`src/rtl/dp_bsr_pkg.sv`:
```
// rtl/dp_bsr_pkg.sv - shared types and helpers for the boundary scan register chain
package dp_bsr_pkg;

  typedef enum logic [1:0] {
    BSR_NORMAL = 2'b00,
    BSR_EXTEST = 2'b01,
    BSR_SAFE   = 2'b10
  } bsr_mode_t;

  // Counter must represent 0..N+1, where N+1 flags an overshift
  function automatic int bsr_cnt_width(input int n);
    return $clog2(n + 2);
  endfunction

endpackage

```
`src/rtl/dp_bsc_cell.sv`:
```
// rtl/dp_bsc_cell.sv - single boundary scan cell with capture/shift and update stages
module dp_bsc_cell #(
  parameter logic UPD_RST = 1'b0
) (
  input  logic iclk,
  input  logic resetn,
  input  logic cap_en,
  input  logic shift_en,
  input  logic upd_en,
  input  logic p_in,
  input  logic s_in,
  output logic cap,
  output logic upd
);

  logic cap_d, cap_q;
  logic upd_d, upd_q;

  always_comb begin
    cap_d = cap_q;
    if (cap_en) begin
      cap_d = shift_en ? s_in : p_in;
    end
  end

  // Update always samples the pre-edge capture value
  always_comb begin
    upd_d = upd_q;
    if (upd_en) begin
      upd_d = cap_q;
    end
  end

  always_ff @(posedge iclk or negedge resetn) begin
    if (!resetn) begin
      cap_q <= 1'b0;
      upd_q <= UPD_RST;
    end else begin
      cap_q <= cap_d;
      upd_q <= upd_d;
    end
  end

  assign cap = cap_q;
  assign upd = upd_q;

endmodule

```
`src/rtl/dp_bsr_chain.sv`:
```
// rtl/dp_bsr_chain.sv - N-cell boundary scan register with shift counting and strict update check
module dp_bsr_chain
  import dp_bsr_pkg::*;
#(
  parameter int           N          = 8,
  parameter logic [N-1:0] SAFE_VALUE = '0,
  parameter bit           STRICT_UPD = 1'b1,
  localparam int          CW         = bsr_cnt_width(N)
) (
  input  logic          iclk,
  input  logic          resetn,
  input  logic [N-1:0]  p_data_in,
  output logic [N-1:0]  p_data_out,
  input  logic          s_data_in,
  output logic          s_data_out,
  input  logic [1:0]    mode,
  input  logic          shift_dr,
  input  logic          clk_dr,
  input  logic          update_dr,
  output logic [CW-1:0] shift_cnt,
  output logic          upd_ok,
  output logic          upd_err
);

  localparam logic [CW-1:0] CNT_FULL = CW'(N);
  localparam logic [CW-1:0] CNT_MAX  = CW'(N + 1);

  logic [N:0]    chain;
  logic [N-1:0]  cap_vec;
  logic [N-1:0]  upd_vec;
  logic          accept;
  logic          upd_en;
  logic [CW-1:0] cnt_d, cnt_q;
  logic          upd_ok_d, upd_ok_q;
  logic          upd_err_d, upd_err_q;

  // chain[i+1] feeds cell i; the top of the chain is the TDI side
  assign chain[N] = s_data_in;

  for (genvar i = 0; i < N; i++) begin : g_cell
    dp_bsc_cell #(
      .UPD_RST (SAFE_VALUE[i])
    ) u_cell (
      .iclk     (iclk),
      .resetn   (resetn),
      .cap_en   (clk_dr),
      .shift_en (shift_dr),
      .upd_en   (upd_en),
      .p_in     (p_data_in[i]),
      .s_in     (chain[i+1]),
      .cap      (cap_vec[i]),
      .upd      (upd_vec[i])
    );
    assign chain[i] = cap_vec[i];
  end

  assign accept = !STRICT_UPD || (cnt_q == CNT_FULL);
  assign upd_en = update_dr && accept;

  // An update restarts the count; a shift on the same edge counts as the first new bit
  always_comb begin
    cnt_d = cnt_q;
    if (clk_dr) begin
      if (shift_dr) begin
        cnt_d = (cnt_q >= CNT_MAX) ? CNT_MAX : cnt_q + 1'b1;
      end else begin
        cnt_d = '0;
      end
    end
    if (update_dr) begin
      cnt_d = (clk_dr && shift_dr) ? CW'(1) : '0;
    end
  end

  always_comb begin
    upd_ok_d  = update_dr && accept;
    upd_err_d = update_dr && !accept;
  end

  always_ff @(posedge iclk or negedge resetn) begin
    if (!resetn) begin
      cnt_q     <= '0;
      upd_ok_q  <= 1'b0;
      upd_err_q <= 1'b0;
    end else begin
      cnt_q     <= cnt_d;
      upd_ok_q  <= upd_ok_d;
      upd_err_q <= upd_err_d;
    end
  end

  always_comb begin
    p_data_out = SAFE_VALUE;
    case (bsr_mode_t'(mode))
      BSR_NORMAL: p_data_out = p_data_in;
      BSR_EXTEST: p_data_out = upd_vec;
      default:    p_data_out = SAFE_VALUE;
    endcase
  end

  assign s_data_out = cap_vec[0];
  assign shift_cnt  = cnt_q;
  assign upd_ok     = upd_ok_q;
  assign upd_err    = upd_err_q;

endmodule

```
`config.mk`:
```
export PLATFORM = sky130hd
export DESIGN_NAME = dp_bsr_chain
export DESIGN_NICKNAME = d
export VERILOG_FILES = /design/src/rtl/dp_bsr_pkg.sv /design/src/rtl/dp_bsc_cell.sv /design/src/rtl/dp_bsr_chain.sv
export SDC_FILE = /design/constraint.sdc
export NUM_CORES = 1
export LEC_CHECK = 0
export BUFFER_PORTS_ARGS = -buffer_cell sky130_fd_sc_hd__buf_4
export CAP_MARGIN = 20
export CORE_AREA = 2 2 49 51
export CTS_CLUSTER_SIZE = 10
export DETAILED_ROUTE_END_ITERATION = 12
export DIE_AREA = 0 0 51 53
export GPL_ROUTABILITY_DRIVEN = 0
export HOLD_SLACK_MARGIN = 0.03
export PLACE_DENSITY = 0.81
export SYNTH_ARGS = -nofsm -noshare
export SYNTH_HDL_FRONTEND = slang
export SYNTH_HIERARCHICAL = 1
export SYNTH_SLANG_ARGS = --single-unit
```
`constraint.sdc`:
```
create_clock -name iclk -period 4.96 [get_ports iclk]
set_clock_uncertainty 0.05 [all_clocks]
set_input_delay 0.248 -clock iclk [delete_from_list [all_inputs] [get_ports iclk]]
set_output_delay 0.248 -clock iclk [all_outputs]
set_load 0.01 [all_outputs]
```
==> metrics.cfg <==
[run_status]
outcome = complete, no violations

[layout]
nets = 152
fill_cells = 169
area_delta_synth_final_pct = 28.1
multiInputGateArea_um2 = 572
diodes = 0
seq_area_um2 = 551
utilization_pct = 68.5
drive_above_1_share_pct = 38.2

[logic_synthesis]
syn_avg_cell_area_um2 = 11.7
synth_most_common_cell = dfrtp_1
syn_inst = 98
ys_seq_area_share_pct = 47.9
ys_ff_latch = 22
ys.flop_type = dfrtp_1
netlist-cell-type-count = 24
ys_warn_count = 6
yosysTopAreaCell = dfrtp_1
synth.top_cells.by_area = dfrtp_1, mux2i_1, mux2_4
netlist.area_leader.share_pct = 47.9
async_reset_ff_share_pct = 100
synth.net_count = 118
synth-edff-count = 0
yosys-top-cells-count = dfrtp_1, mux2i_1, nor2_1, a21oi_1, mux2_4
syn_area_mm2 = 0.00115

[timing]
whs_ps = 104
layout_setup_ws_ps = 3190
setup_violations = 0
fin_crit_sh_pct = 35.6
worstMarginPinSlew_ps = 279
rsz0062_at_grt = no
maxSlewViolCount = 0
hold_violations = 0
fin_setup_tns_ps = 0
min_period_ps = 1770
fmax_mhz = 566
relSlewSlack_pct = 81.4

[route]
detail_route.iter0.violations = 9
first_pass_iters = 4
routed_via_density = 5.36
drc = 0
vias = 852
ant_nets = 0
wl_mm = 2.39
drt-wirelength-per-cell_um = 15.0

[global_routing]
antenna_found_initial = 0
grt_max_degree = 26
grt_pass1_wl_mm = 4.03
first_global_vias = 884
track_usage_pct = 20.4
grt_overflow_total = 0

[worst_setup_path]
slowest_delay_ps = 470
crit_path_end_kind = flip-flop
crit_type = flip-flop to flip-flop
cp_data_required_time_ps = 5110
crit_chain = inv_1, ha_1, inv_1, nor4b_2, buf_4, mux2_4
cp_top_family = flip-flops
arrival_ps = 1910
path_max_fanout = 9
crit_path_top_delay_cell = dfrtp_1
critPathBufInv = 3
start_kind = flip-flop
cp_common_cell = inv_1

[power]
power_per_cell_area_mw_per_mm2 = 274
seqPwrFrac_pct = 50.3
vdd_ir_drop_max_mv = 0.176
p_leak_nw = 0.726
combinationalPowerShare_pct = 16.6
clockPowerShare_pct = 33.1
p_sw_share_pct = 23.5
netSwitchingPower_mw = 0.0949
p_int_mw = 0.309

[floorplanning]
dieWidth_um = 51
core_area_mm2 = 0.00215
start_util_pct = 53.5
rows = 17
die_h_um = 53
dieArea_mm2 = 0.00270
boundaryPins = 31

[placed_design]
io_buffer_count = 30
pre_cts_slack_ps = 3200
dp_hpwl_mm = 1.72

[clock_network]
cts_inserted_buffers = 3
htree_levels = 1
cts_root_buf = clkbuf_4
clk_latency_ps = 300
clk_pin_slew_ps = 120
cts_setup_buffers = 0
cts_sinks = 22
clk_path_buf_depth = 2
cts_tree = built

[flow_run]
maxCapViolations = 0

[worst_hold_path]
min_path_type = input port to flip-flop

[flip-flops by register name, summed over array words and instances, names as in the netlist]
name,count
g_cell.u_cell/cap,8
g_cell.u_cell/upd,8
shift_cnt,4
upd_err,1
upd_ok,1
[final cells by class]
type	count	share of cell area [%]
clock buffer	3	1.53
clock inverter	1	2.04
inverter	5	1.28
multi-input combinational	68	38.9
sequential	22	37.4
tap	28	2.38
timing repair buffer	32	16.5
[power by group through the flow]
stage                     Sequential, mW  Clock, mW  Combinational [mW]
after CTS                          0.203      0.138              0.0675
after global placement             0.206          0              0.0643
final                              0.203      0.134              0.0668
after global routing               0.205      0.144              0.0752
after detailed placement           0.206          0              0.0667
after floorplan                    0.204          0              0.0345
[cell usage in the layout (no fill, tap or decap), drive strengths merged, types with 2 or more instances in the layout]
| cell | instances |
|---|---|
| buf | 31 |
| mux2i | 16 |
| ha | 4 |
| o21ai | 2 |
| clkbuf | 3 |
| a221oi | 2 |
| nand3b | 2 |
| mux2 | 8 |
| inv | 5 |
| nor2 | 16 |
| a21oi | 8 |
| dfrtp | 22 |
[repair_timing]
item,CTS,global route
hold endpoints to repair,22,0
hold buffers,1,0
setup endpoints to repair,0,0
resized for setup,0,0
[kinds of logic (layout without fill, tap and decap cells)]
group / Yosys count / after routing / synth area share (%)
compound gates: 16 / 16 / 10.0
fa+ha+maj: 4 / 4 / 4.36
buf+inv: 8 / 41 / 2.83
flops: 22 / 22 / 47.9
mux: 24 / 24 / 24.4
simple gates: 24 / 24 / 10.5
[through the flow]
step	instance area [um^2]	power, mW	cells
after global placement	1410	0.270	154
after CTS	1470	0.408	159
after floorplan	1150	0.239	98
after global routing	1470	0.425	159
after detailed placement	1410	0.273	154
final	1470	0.404	159
[per-layer routing]
metal,vias up,share of wire (%),GRT usage [%]
li1,409,-,-
met1,424,44,25.9
met2,17,52,35.3
met3,2,3.5,2.82
met4,0,0.38,8.11
met5,-,0,0
[path summary, 6_finish.rpt]
check,from,cells past startpoint,end,slack [ps]
max,shift_cnt[0]$_DFFE_PN0P_,6,g_cell[1].u_cell/upd$_DFFE_PN0P_,3190
min,update_dr,2,shift_cnt[2]$_DFFE_PN0P_,100
max reg2reg,shift_cnt[0]$_DFFE_PN0P_,6,g_cell[1].u_cell/upd$_DFFE_PN0P_,3190
min reg2reg,g_cell[5].u_cell/upd$_DFFE_PN0P_,1,g_cell[5].u_cell/upd$_DFFE_PN0P_,480
max in group asynchronous,resetn,2,shift_cnt[2]$_DFFE_PN0P_,4330
min in group asynchronous,resetn,2,g_cell[4].u_cell/cap$_DFFE_PN0P_,310
No activity file was read; power rests on OpenSTA's default activity.
